File: src/rtl/ghash_rtab_lookup_arbiter.sv
// ghash_rtab_lookup_arbiter
//   Shares one combinational GHASH 8-bit reduction table (Shoup R table)
//   between N_REQ requesters. Each cycle at most one pending lookup is
//   granted. The table word and a one-hot acknowledge are registered and
//   appear one cycle later. The output register honours downstream
//   backpressure. Accepted lookups are counted in a wrapping 16-bit counter.
//
// Build option:
//   GHASH_RTAB_ARB_RR_EN  defined   -> round-robin arbitration
//                         undefined -> fixed priority, lowest index wins
//
// Ports:
//   i_clock  : clock, rising edge
//   i_reset  : asynchronous reset, active low
//   i_req    : [N_REQ] per-requester request, held until granted
//   i_index  : [N_REQ*NB_BYTE] lookup indices, requester k at [k*NB_BYTE +: NB_BYTE]
//   i_ready  : downstream accepts o_data this cycle
//   o_gnt    : [N_REQ] combinational one-hot grant
//   o_valid  : o_data / o_ack valid
//   o_data   : [2*NB_BYTE] registered R[index] of the granted request
//   o_ack    : [N_REQ] registered one-hot owner of o_data, 0 when not valid
//   o_count  : [16] accepted-lookup counter, wraps

// Combinational R table: bit b of the index contributes POLY >> b.
module ghash_rtab_gen #(
    parameter int NB_BYTE = 8
) (
    input  logic [NB_BYTE-1:0]   idx_i,
    output logic [2*NB_BYTE-1:0] r_o
);
    localparam int DW = 2 * NB_BYTE;
    localparam logic [DW-1:0] POLY = {8'hE1, {(DW-8){1'b0}}};

    always_comb begin
        r_o = '0;
        for (int b = 0; b < NB_BYTE; b++) begin
            if (idx_i[b]) r_o = r_o ^ (POLY >> b);
        end
    end
endmodule

module ghash_rtab_lookup_arbiter #(
    parameter int NB_BYTE = 8,
    parameter int N_REQ   = 4
) (
    input  logic                     i_clock,
    input  logic                     i_reset,
    input  logic [N_REQ-1:0]         i_req,
    input  logic [N_REQ*NB_BYTE-1:0] i_index,
    input  logic                     i_ready,
    output logic [N_REQ-1:0]         o_gnt,
    output logic                     o_valid,
    output logic [2*NB_BYTE-1:0]     o_data,
    output logic [N_REQ-1:0]         o_ack,
    output logic [15:0]              o_count
);
    localparam int DW = 2 * NB_BYTE;
    localparam logic [N_REQ-1:0] ONE = {{(N_REQ-1){1'b0}}, 1'b1};

    logic                valid_q, valid_d;
    logic [DW-1:0]       data_q, data_d;
    logic [N_REQ-1:0]    ack_q, ack_d;
    logic [15:0]         count_q, count_d;
    logic                accept;
    logic [N_REQ-1:0]    pick;
    logic [N_REQ-1:0]    lowest;
    logic [NB_BYTE-1:0]  sel_idx;
    logic [DW-1:0]       tab_word;

    // The output register can take a new word when empty or being drained.
    assign accept = (~valid_q | i_ready) & (|i_req) & i_reset;

`ifdef GHASH_RTAB_ARB_RR_EN
    localparam int PW = $clog2(N_REQ);
    logic [PW-1:0]    ptr_q, ptr_d;
    logic [N_REQ-1:0] hi_mask;
    logic [N_REQ-1:0] req_hi;
    logic [PW-1:0]    win_idx;

    // Requesters above the pointer go first; if none are pending the
    // search wraps to the full request vector.
    for (genvar k = 0; k < N_REQ; k++) begin : g_mask
        assign hi_mask[k] = (PW'(k) > ptr_q);
    end
    assign req_hi = i_req & hi_mask;
    assign pick   = (|req_hi) ? req_hi : i_req;

    always_comb begin
        win_idx = '0;
        for (int k = 0; k < N_REQ; k++) begin
            if (o_gnt[k]) win_idx = PW'(k);
        end
    end

    // Pointer only moves on accept, so it holds through backpressure.
    assign ptr_d = accept ? win_idx : ptr_q;

    always_ff @(posedge i_clock or negedge i_reset) begin
        if (!i_reset) ptr_q <= PW'(N_REQ - 1);
        else          ptr_q <= ptr_d;
    end
`else
    assign pick = i_req;
`endif

    // Isolate the lowest set bit of the candidate vector.
    assign lowest = pick & (~pick + ONE);
    assign o_gnt  = accept ? lowest : '0;

    always_comb begin
        sel_idx = '0;
        for (int k = 0; k < N_REQ; k++) begin
            if (o_gnt[k]) sel_idx = sel_idx | i_index[k*NB_BYTE +: NB_BYTE];
        end
    end

    ghash_rtab_gen #(.NB_BYTE(NB_BYTE)) u_rtab (
        .idx_i (sel_idx),
        .r_o   (tab_word)
    );

    always_comb begin
        valid_d = valid_q;
        data_d  = data_q;
        ack_d   = ack_q;
        count_d = count_q;
        if (accept) begin
            valid_d = 1'b1;
            data_d  = tab_word;
            ack_d   = o_gnt;
            count_d = count_q + 16'd1;
        end else if (i_ready) begin
            // Drained with nothing to replace it; o_data keeps its last value.
            valid_d = 1'b0;
            ack_d   = '0;
        end
    end

    always_ff @(posedge i_clock or negedge i_reset) begin
        if (!i_reset) begin
            valid_q <= 1'b0;
            data_q  <= '0;
            ack_q   <= '0;
            count_q <= '0;
        end else begin
            valid_q <= valid_d;
            data_q  <= data_d;
            ack_q   <= ack_d;
            count_q <= count_d;
        end
    end

    assign o_valid = valid_q;
    assign o_data  = data_q;
    assign o_ack   = ack_q;
    assign o_count = count_q;
endmodule

File: config.mk
export PLATFORM = sky130hd
export DESIGN_NAME = ghash_rtab_lookup_arbiter
export DESIGN_NICKNAME = d
export VERILOG_FILES = /design/src/rtl/ghash_rtab_lookup_arbiter.sv
export SDC_FILE = /design/constraint.sdc
export NUM_CORES = 1
export LEC_CHECK = 0
export CORE_MARGIN = 2
export CORE_UTILIZATION = 43
export DETAILED_ROUTE_END_ITERATION = 8
export PLACE_DENSITY_LB_ADDON = 0.05
export SYNTH_ARGS = -nofsm -noshare
export SYNTH_HDL_FRONTEND = slang
export SYNTH_SLANG_ARGS = --single-unit
File: constraint.sdc
create_clock -name i_clock -period 1.7 [get_ports i_clock]
set_input_delay 0.34 -clock i_clock [delete_from_list [all_inputs] [get_ports i_clock]]
set_output_delay 0.34 -clock i_clock [all_outputs]
set_load 0.01 [all_outputs]
Word-level counts from Yosys, hierarchy flattened:

Cells that the tools add are included.
W data, S select, Z words.

* reductions and logical operators: 2
* bitwise operators: 16
* multiplexer cells: 17
* add/sub/neg operators: 2

Operators with widths (number)
* $mux W8: 4
* $not A4 Y4: 8
* $or A8 B8 Y8: 3
* $add A16 B1 Y16 const B: 1
* $mux W16: 1
* $mux W15: 1
* $mux W14: 1
* $mux W13: 1
* $mux W12: 1
* $mux W4: 3
* $mux W11: 1
* $mux W10: 1
* $mux W9: 1
* $add A4 B1 Y4 const B: 1
* $and A4 B4 Y4: 1
* $reduce_or A4 Y1: 1
* $and A1 B1 Y1: 2
* $mux W1: 2
* $reduce_bool A2 Y1: 1
* $not A1 Y1: 1
* $or A1 B1 Y1: 1

* input port bits: 39
* register bits: 37

Logic depth before layout (Yosys ltp):

Gate-level depths: netlist of run 1.

* depth after elaboration: 27
* depth in mapped cells: 7
* gate-level depth less buffers: 6

By module:

From an unflattened synthesis of run 1, not the netlist that was laid out.

* cell total of the unflattened synthesis: 170
* area, all modules: 1999.4 um^2

By module, submodules not included
* ghash_rtab_lookup_arbiter: cells an instance 148, times used 1, area an instance 1820.5 um^2
* ghash_rtab_gen: cells an instance 22, times used 1, area an instance 178.9 um^2

Worst setup path after synthesis of run 1:

OpenSTA, ideal clock, no wires.

* path type: input-to-reg
* start: input port i_req[1]
* end: register data_q[13] (netlist: o_data[13])
* stages: 7
* slack: -0.103 ns
* path buffers: 1
* setup time: 0.120 ns
* arrival: 1.683 ns
* cells stage by stage: buf_6 -> nor4b_4 -> a222oi_1 -> o2bb2ai_2 -> xor2_2 -> xnor2_1 -> nand2_1

* cells in the longest elaborated chain, start to end: 16

Ends and longest elaborated chain
* start: declaration: line 48 `input logic [N_REQ-1:0] i_req,`
* $reduce_or A4 Y1: line 71 `assign accept = (~valid_q | i_ready) & (|i_req) & i_reset;`
* $and A1 B1 Y1 (2 in series): line 71
* $mux W4: line 108 `assign o_gnt = accept ? lowest : '0;`
* $mux W8: line 113 `if (o_gnt[k]) sel_idx = sel_idx | i_index[k*NB_BYTE +: NB_BYTE];`
* $or A8 B8 Y8: line 113
* $mux W8: line 113
* $or A8 B8 Y8: line 113
* $mux W8: line 113
* $or A8 B8 Y8: line 113
* $mux W8: line 113
* $mux W16: line 37 `if (idx_i[b]) r_o = r_o ^ (POLY >> b);`
* $not A4 Y4 (no source line)
* $mux W15: line 37
* $not A4 Y4 (no source line)
* $mux W14: line 37
* end signal: assignment: line 147 `data_q <= data_d;`
* end: declaration: line 61 `logic [DW-1:0] data_q, data_d;`

Parallel ways exist; a longest one is shown, timed or not.
A chain may end at the register's enable or synchronous reset.

Worst setup path in the final report of run 1:

* start: input port i_ready
* end: output port o_gnt[1]

* cells in the longest elaborated chain, start to end: 4

Ends and longest elaborated chain
* start: declaration: line 50 `input logic i_ready,`
* $or A1 B1 Y1: line 71
* $and A1 B1 Y1 (2 in series): line 71
* $mux W4: line 108
* end: declaration: line 51 `output logic [N_REQ-1:0] o_gnt,`

Every way passes these cells.

==> results of run 1 <==
[critical path, cell delays in order]
cell and delay (ns):
dlygate4sd2_1 0.26, nand2b_4 0.16, buf_6 0.13, and4b_2 0.24, buf_4 0.14, buf_2 0.13
[cells by family (layout without fill, tap and decap cells)]
kind of cell / after synthesis / in the layout
compound gates: 26 / 26
other cells: 1 / 1
fa+ha+maj: 1 / 1
flops: 36 / 36
buf+inv: 9 / 118
xor+xnor: 30 / 30
simple gates: 66 / 66
[power groups by stage]
stage | Combinational, mW | Clock, mW | Sequential (mW)
floorplan | 0.336 | 0 | 1.27
global placement | 1.02 | 0 | 1.19
detailed placement | 1.04 | 0 | 1.20
CTS | 1.07 | 0.761 | 1.19
global route | 1.17 | 0.802 | 1.22
finish | 1.08 | 0.736 | 1.19
[cell usage after synthesis (all sizes together)]
library cell  number  area share
or4                1      0.0046
a21o              10       0.039
or3                1      0.0033
nand2             27       0.054
and4bb             5       0.033
xnor2             18       0.082
nor4b              2       0.017
inv                1      0.0020
a221oi             5       0.023
nand4              5       0.016
buf                7       0.034
ha                 1      0.0065
nand3              6       0.016
o2bb2ai            8       0.063
a222oi             3       0.016
dfrtp             36        0.47
nor3               1      0.0026
conb               1      0.0020
nand2b             2      0.0065
and4b              1      0.0059
and2b              1      0.0046
and3               4       0.014
nor2b              3      0.0098
clkbuf             1      0.0026
nor2               7       0.014
xor2              12       0.059
[sequential cells by signal (all words and copies together), names as in the netlist]
name,count
o_valid,1
o_data,15
o_ack,4
o_count,16
[per-stage QoR]
| step | util | cell area [sq um] | setup TNS [ns] |
|---|---|---|---|
| 2_1_floorplan | - | 1930 | -0.0864 |
| 3_3_place_gp | 0.671 | 2900 | -19.78 |
| 3_5_place_dp | 0.671 | 2900 | -20.75 |
| 4_1_cts | 0.713 | 3080 | -0.0113 |
| 5_1_grt | 0.731 | 3160 | -0.808 |
| 6_report | 0.731 | 3160 | -0.0586 |
[metal layers]
| layer | vias up | share of wire | wire length [um] | track usage |
|---|---|---|---|---|
| li1 | 805 | - | - | - |
| met1 | 792 | 0.44 | 2160 | 0.263 |
| met2 | 75 | 0.50 | 2440 | 0.349 |
| met3 | 4 | 0.058 | 285 | 0.0427 |
| met4 | 0 | 0.0071 | 35 | 0.0545 |
| met5 | - | 0 | 0 | 0 |
[worst max-delay path by stage]
stage	from	to	cells after the start
finish	i_ready	o_gnt[1]	6
global route	o_valid	o_data[13]	8
CTS	o_valid	o_data[11]	8
detailed placement	i_req[0]	o_data[8]	8
global placement	i_req[0]	o_data[8]	8
floorplan	i_req[1]	o_data[13]	7
[timing repair]
action                     in CTS  in global routing
setup endpoints to repair      40                 19
setup buffers                   4                  2
pin swaps                       8                  9
resized for setup              39                 16
[cells in the final DEF, fill, tap and decap left out, drive strengths merged]
cell and count:
nand3 6, or3 1, dlygate4sd2 1, nand2 27, o2bb2ai 8, inv 1, and2b 1, dlymetal6s2s 1
ha 1, clkinv 1, nand2b 2, clkdlybuf4s15 1, a221oi 5, or4 1, clkbuf 7, clkdlybuf4s50 67
a21o 10, nor3 1, nor2b 3, dfrtp 36, xor2 12, a222oi 3, and4bb 5, nor2 7
xnor2 18, bufinv 1, nor4b 2, and4b 1, nand4 5, conb 1, buf 37, clkinvlp 1
and3 4
[layout make-up]
class	count	share of cell area
clock inverters	3	0.0134
well taps	52	0.0206
repair buffers	109	0.315
multi-input cells	124	0.343
flip-flops and latches	36	0.285
inverters	1	0.00119
clock buffers	5	0.0218
==> results.yml, run 1 <==
status:
  status: "finished, violations left"
  violations: "negative setup slack"
global_routing:
  antenna_found_initial: 0
  grt_pass1_wl_um: 8110
  grt_max_degree: 30
  gr-total-overflow: 0
  grt_pass1_vias: 1686
  track_usage: 0.204
timing:
  holdWs_ns: 0.0176
  finalSetupViolCount: 3
  period_minus_slack_ns: 1.74
  worst_slack_ns: -0.0376
  fin_crit_sh: 1.02
  maxSlewViolCount: 0
  skew_ns: 0.00322
  max_clock_freq_mhz: 575
  hold_violations: 0
  rsz0062_at_grt: "true"
yosys:
  netlist_instances: 169
  synth_nets: 209
  synthAdderAreaFrac: 0.00654
  synth_top_family_by_area: "simple AND/OR/NAND/NOR gates"
  muxShareOfSynthArea: 0
  synth_compound_area_frac: 0.141
  yosysWarnings: 0
  synth-xor-area-share: 0.141
  syn_avg_cell_area_sq_um: 11.3
  syn-cell-area_sq_mm: 0.00191
  synth_cell_types: 32
  synth_seq_area_share: 0.471
  synth_simple_gate_area_frac: 0.201
  ys_ff_latch: 36
power_and_ir_drop:
  combPwrFrac: 0.359
  swShare: 0.301
  p_total_mw: 3.00
  power_density_mw_per_mm2: 950
  clkPwrFrac: 0.245
  p_seq_frac: 0.396
  intPower_mw: 2.10
  p_leak_nw: 1.44
  ir_drop_v: 0.000463
  p_sw_uw: 904
setup_path:
  crit-reg2reg-launch: "o_valid"
  crit_fanout: 5
  rr_worst_depth: 8
  crit_path_end_kind: "output port"
  cp.required_ns: 1.36
  critPathArrivalTime_ns: 1.40
  setup.worst_path.class: "in2out"
  r2r_end: "o_data[12]"
  crit_path_start_kind: "input port"
  r2r_slack_ns: -0.02
clocking:
  cts_htree_levels: 2
  cts_tree: "built"
  clockRootBuffer: "clkbuf_8"
  clock_latency_ns: 0.28
  clkSinkCount: 36
  clock_path_buffers: 2
  clkTransAtPathRegs_ns: 0.07
  cts-buffers-inserted: 5
  postCtsHoldBufs: 0
run:
  maxCapViolCount: 0
route:
  vias: 1676
  firstDrtPassIters: 5
  drcViolationCount: 0
  vias_per_cell: 5.08
  wire_per_inst_um: 14.9
  drtIter0Drc: 81
  final_antenna_net_count: 0
  drt-total-wl_um: 4910
cells_and_area:
  multi_input_area_sq_mm: 0.00109
  final_nets: 317
  final-seq-area_sq_um: 901
  fillers: 292
  antenna_cells: 0
  instances_no_fill: 330
  drive_above_1_share: 0.299
  syn_to_final_growth_pct: 65.2
placed_design:
  place_congestion: 0.781
  io_buffers: 78
  dp.cells: 317
  hpwl_um: 3740
  post-place-ws_ns: -0.677
floorplan:
  io_pins: 80
  core_sq_mm: 0.00432
  die_x_um: 70.7
  dieArea_sq_mm: 0.00500
  rows: 24
  initial_utilization: 0.443
  die_h_um: 70.7
min_path:
  holdCritPathClass: "in2async"
No activity file was read; power rests on OpenSTA's default activity.
==> run 2, diff against run 1 <==
--- a/config.mk
+++ b/config.mk
@@ -9,6 +9,7 @@
 export CORE_UTILIZATION = 43
 export DETAILED_ROUTE_END_ITERATION = 8
 export PLACE_DENSITY_LB_ADDON = 0.05
+export SLEW_MARGIN = 20
 export SYNTH_ARGS = -nofsm -noshare
 export SYNTH_HDL_FRONTEND = slang
 export SYNTH_SLANG_ARGS = --single-unit
==> results of run 2 <==
No change in the layout: final DEF, timing and power equal those of run 1.
